===== src/rtl/unpacker32to8_pkg.sv =====
// Shared width constants for the 32-to-8 unpacker and its 8-to-32 packer sibling.
package unpacker32to8_pkg;

    localparam int unsigned DATA_LEN       = 32;
    localparam int unsigned LVDS_LEN       = 8;
    localparam int unsigned BYTES_PER_WORD = 4;
    localparam int unsigned BYTE_CNT_W     = $clog2(BYTES_PER_WORD);

    localparam logic [BYTE_CNT_W-1:0] LAST_BYTE = BYTE_CNT_W'(BYTES_PER_WORD - 1);

endpackage


===== src/rtl/unpacker32to8.sv =====
// Splits FIFO words into LSB-first bytes using a shift stage and a one-word prefetch stage,
// sustaining one byte per clock with a single-cycle FIFO read latency.
module unpacker32to8
    import unpacker32to8_pkg::*;
#(
    parameter int unsigned DATA_LEN = unpacker32to8_pkg::DATA_LEN,
    parameter int unsigned LVDS_LEN = unpacker32to8_pkg::LVDS_LEN
) (
    input  logic                clk,
    input  logic                rst_n,
    input  logic                fifo_empty,
    output logic                fifo_rd_en,
    input  logic [DATA_LEN-1:0] fifo_data,
    input  logic                flush,
    input  logic                ready_in,
    output logic                valid_out,
    output logic [LVDS_LEN-1:0] data_out
);

    localparam int unsigned CNT_W = BYTE_CNT_W;

    logic [DATA_LEN-1:0] sh_word_q;
    logic [DATA_LEN-1:0] sh_word_d;
    logic                sh_valid_q;
    logic                sh_valid_d;
    logic [CNT_W-1:0]    byte_cnt_q;
    logic [CNT_W-1:0]    byte_cnt_d;
    logic [DATA_LEN-1:0] pf_word_q;
    logic [DATA_LEN-1:0] pf_word_d;
    logic                pf_valid_q;
    logic                pf_valid_d;
    logic                rd_pend_q;
    logic                run_q;
    logic                accept;
    logic                last_accept;

    // run_q keeps reads off until the first clock edge after reset release
    assign fifo_rd_en  = run_q && !fifo_empty && !rd_pend_q && !pf_valid_q && !flush;
    assign accept      = sh_valid_q && ready_in;
    assign last_accept = accept && (byte_cnt_q == LAST_BYTE);
    assign valid_out   = sh_valid_q;

    always_comb begin
        data_out = '0;
        for (int unsigned i = 0; i < BYTES_PER_WORD; i++) begin
            if (byte_cnt_q == CNT_W'(i)) begin
                data_out = sh_word_q[i*LVDS_LEN +: LVDS_LEN];
            end
        end
    end

    // Word-stage next state; a returning read word always lands in a free stage
    always_comb begin
        sh_word_d  = sh_word_q;
        sh_valid_d = sh_valid_q;
        byte_cnt_d = byte_cnt_q;
        pf_word_d  = pf_word_q;
        pf_valid_d = pf_valid_q;

        if (flush) begin
            sh_valid_d = 1'b0;
            pf_valid_d = 1'b0;
            byte_cnt_d = '0;
        end else if (last_accept) begin
            byte_cnt_d = '0;
            if (pf_valid_q) begin
                sh_word_d = pf_word_q;
                if (rd_pend_q) begin
                    pf_word_d = fifo_data;
                end else begin
                    pf_valid_d = 1'b0;
                end
            end else if (rd_pend_q) begin
                sh_word_d = fifo_data;
            end else begin
                sh_valid_d = 1'b0;
            end
        end else begin
            if (accept) begin
                byte_cnt_d = byte_cnt_q + CNT_W'(1);
            end
            if (rd_pend_q) begin
                if (!sh_valid_q) begin
                    sh_word_d  = fifo_data;
                    sh_valid_d = 1'b1;
                    byte_cnt_d = '0;
                end else begin
                    pf_word_d  = fifo_data;
                    pf_valid_d = 1'b1;
                end
            end
        end
    end

    always_ff @(posedge clk or negedge rst_n) begin
        if (!rst_n) begin
            sh_word_q  <= '0;
            sh_valid_q <= 1'b0;
            byte_cnt_q <= '0;
            pf_word_q  <= '0;
            pf_valid_q <= 1'b0;
            rd_pend_q  <= 1'b0;
            run_q      <= 1'b0;
        end else begin
            sh_word_q  <= sh_word_d;
            sh_valid_q <= sh_valid_d;
            byte_cnt_q <= byte_cnt_d;
            pf_word_q  <= pf_word_d;
            pf_valid_q <= pf_valid_d;
            rd_pend_q  <= fifo_rd_en;
            run_q      <= 1'b1;
        end
    end

endmodule


===== config.mk =====
export PLATFORM = sky130hd
export DESIGN_NAME = unpacker32to8
export DESIGN_NICKNAME = d
export VERILOG_FILES = /design/src/rtl/unpacker32to8_pkg.sv /design/src/rtl/unpacker32to8.sv
export SDC_FILE = /design/constraint.sdc
export NUM_CORES = 1
export LEC_CHECK = 0
export CORE_MARGIN = 8
export CORE_UTILIZATION = 45
export DETAILED_ROUTE_END_ITERATION = 8
export DONT_BUFFER_PORTS = 1
export GPL_TIMING_DRIVEN = 0
export PLACE_DENSITY = 0.61
export SYNTH_ARGS = -nofsm -noshare
export SYNTH_HDL_FRONTEND = slang
export SYNTH_SLANG_ARGS = --single-unit

===== constraint.sdc =====
create_clock -name clk -period 3.2 [get_ports clk]
set_input_delay 0.64 -clock clk [delete_from_list [all_inputs] [get_ports clk]]
set_output_delay 0.64 -clock clk [all_outputs]
set_load 0.01 [all_outputs]

==> results.cfg <==
[global_routing]
grt_max_degree = 71
grt_pass1_wl_um = 11200
antenna_found_initial = 0
grt_overflow = 0
grt_pass1_vias = 2076
grt_usage_pct = 14.1

[drt]
wl_per_cell_um = 19.2
dr_total_vias = 1987
drcViolationCount = 0
drtPass1Iterations = 4
viasPerCell = 5.52
wl_um = 6920
drt_iter0_markers = 56
detail-route-antenna-nets = 0

[clock_network]
clock_latency_ns = 0.34
ctsHtreeMaxLevel = 3
clkSinkCount = 70
numCtsBuffers = 9
cts_tree = yes
clockRootBuffer = clkbuf_8
clk_path_buf_depth = 2
clk_pin_slew_ns = 0.07

[power]
power_switching_mw = 0.569
p_comb_share_pct = 16.4
power.density_mw_per_mm2 = 590
swShare_pct = 26.3
peakVddDrop_uv = 278
leakagePower_nw = 1.55
seqPwrFrac_pct = 55.8
p_int_mw = 1.59
clockPowerShare_pct = 27.8
total_power_mw = 2.16

[floorplan]
die_w_um = 102
fp.dieH_um = 102
core_mm2 = 0.00725
start_util_pct = 46.2
boundaryPins = 47
rows = 31
die_area_mm2 = 0.0105

[placement]
dpl.hpwl_um = 4840
dp_worst_setup_slack_ns = 0.541
io_buffer_count = 0
dpl.cell_count = 345
gp_congestion = 0.761
place_area_mm2 = 0.00348

[worst_setup_path]
crit_family = compound AO/OA/AOI/OAI gates
cp_slowest_cell = o31ai_1
crit_chain = inv_1 > ha_1 > clkbuf_1 > a221oi_1 > o31ai_1
crit_buf_inv = 2
path_depth = 5
slowest_delay_ns = 0.50
worst-setup-path-type = flop to output pin
r2r-start = byte_cnt_q[0]
cp-startpoint = byte_cnt_q[0]
critical_path_required_ns = 2.56
arrival_ns = 2.25
r2r_slack_ns = 1.08
endpoint = data_out[7]
cp-start-kind = flop
r2r-end = sh_word_q[3]
crit_fanout = 10
end_kind = output pin
reg2regPathDepth = 5

[synth]
ys_top_cells_by_area = dfrtp_1, mux2_2, mux2_1
yosysTopAreaCell = dfrtp_1
synth_top_family_by_area = multiplexers
synth-adder-area-share_pct = 1.49
synth.avg_cell_area_um2 = 13.6
yosys-mux-area-fraction_pct = 32.2
synth-main-ff-cell = dfrtp_1
yosysWarningCount = 0
synth_compound_area_share_pct = 6.68
synth_fp_nets = 287
seq_area_frac_synth_pct = 52.2
synth-simple-area-share_pct = 4.33
netlist_top_cells_count = dfrtp_1, mux2_2, mux2_1
synth_most_common_cell = dfrtp_1
synth-edff-count = 0
ys_types = 27
synth_area_mm2 = 0.00335
yosys.area.top_type_share_pct = 52.2
syn_inst = 246
synth-seq-cells = 70
synth-xor-area-share_pct = 0
ys_async_sr_fraction_pct = 100

[timing]
clock_skew_ns = 0.0103
slew_violations = 0
min_period_over_period_pct = 90.2
layout_min_cycle_time_ns = 2.89
holdWs_ns = 0.171
tightest_slew_ns = 0.569
setup_viol = 0
rsz0062_at_grt = no
max_freq_mhz = 347
setup_ws_ns = 0.314
slew_headroom_pct = 61.7
hold_viol_final = 0
setup_tns_ns = 0

[run]
max_cap_viol_count = 0

[cells_and_area]
final_util_pct = 50.5
diodes = 0
area_delta_synth_final_pct = 9.21
nets = 299
final_area_mm2 = 0.00366
layout-drive-gt1-share_pct = 33.7
final_cells = 360

[status]
outcome = completed

[worst_hold_path]
hp-class = input port to async pin
worst min-delay path by stage:
stage / startpoint / end / slack [ns]
finish: rst_n / sh_word_q[7] / 0.17
detailed placement: rst_n / pf_word_q[31] / 0.35
CTS: rst_n / rd_pend_q / 0.19
floorplan: rst_n / byte_cnt_q[0] / 0.34
global placement: rst_n / pf_word_q[31] / 0.35
global route: rst_n / rd_pend_q / 0.21
flip-flops by register name, summed over array words and instances (netlist names):
signal      count
run_q           1
sh_word_q      32
pf_word_q      32
valid_out       1
pf_valid_q      1
rd_pend_q       1
byte_cnt_q      2
area by class of cell:
cell class	instances	area [um^2]
buffer	14	82.6
clock buffer	12	145
clock inverter	2	10.0
fill	645	3590
inverter	5	18.8
multi-input combinational	157	1500
sequential	70	1750
tap	99	124
timing repair buffer	1	27.5
power groups by stage:
stage / combinational [mW] / clock [mW] / sequential, mW
6_report: 0.355 / 0.600 / 1.21
3_5_place_dp: 0.340 / 0 / 1.22
5_1_grt: 0.394 / 0.650 / 1.23
4_1_cts: 0.362 / 0.616 / 1.21
3_3_place_gp: 0.327 / 0 / 1.22
2_1_floorplan: 0.288 / 0 / 1.18
worst reg2reg max path, stage by stage (launching register included):
cell,delay [ns]
dfrtp_1,0.42
ha_1,0.28
nand2_1,0.11
a211oi_2,0.53
buf_4,0.30
mux2_2,0.35
routing by layer:
metal	share of wire, %	track usage [%]	up-vias
met5	0	0	-
met4	1.6	6.09	0
met3	5.6	4.02	10
met2	46	21.0	35
met1	46	18.5	1033
li1	-	-	909
cell families after synthesis:
family	Yosys count
DFF	70
other	1
adders and majority gates	4
and+or+nand+nor	26
AOI/OAI and AO/OA	30
buffers and inverters	19
muxes	96
repair_timing:
item                                    4_1_cts  5_1_grt
endpoints found under the hold margin        70        0
resized for setup                             0        1
setup buffers                                 0        0
endpoints found under the setup margin        0        1
hold buffers                                  1        0
cell usage in the layout (no fill, tap or decap):
master / instances
a221oi_1: 7
mux2_1: 33
clkbuf_8: 10
buf_4: 7
inv_1: 5
nand4b_1: 1
ha_1: 4
a21oi_1: 7
o31ai_1: 7
nor2b_1: 8
a21o_1: 1
conb_1: 1
o211ai_1: 1
nand4_2: 1
nor2b_2: 1
buf_2: 3
nor3b_1: 1
a211oi_2: 1
mux2i_1: 2
dfrtp_1: 70
o21ai_0: 3
a22o_1: 2
and2_1: 1
mux2_2: 61
or3_1: 1
clkbuf_1: 6
a311oi_2: 1
buf_16: 1
clkinv_2: 2
nor4_1: 1
nand2_1: 11
Power figures use the tool's default switching activity.
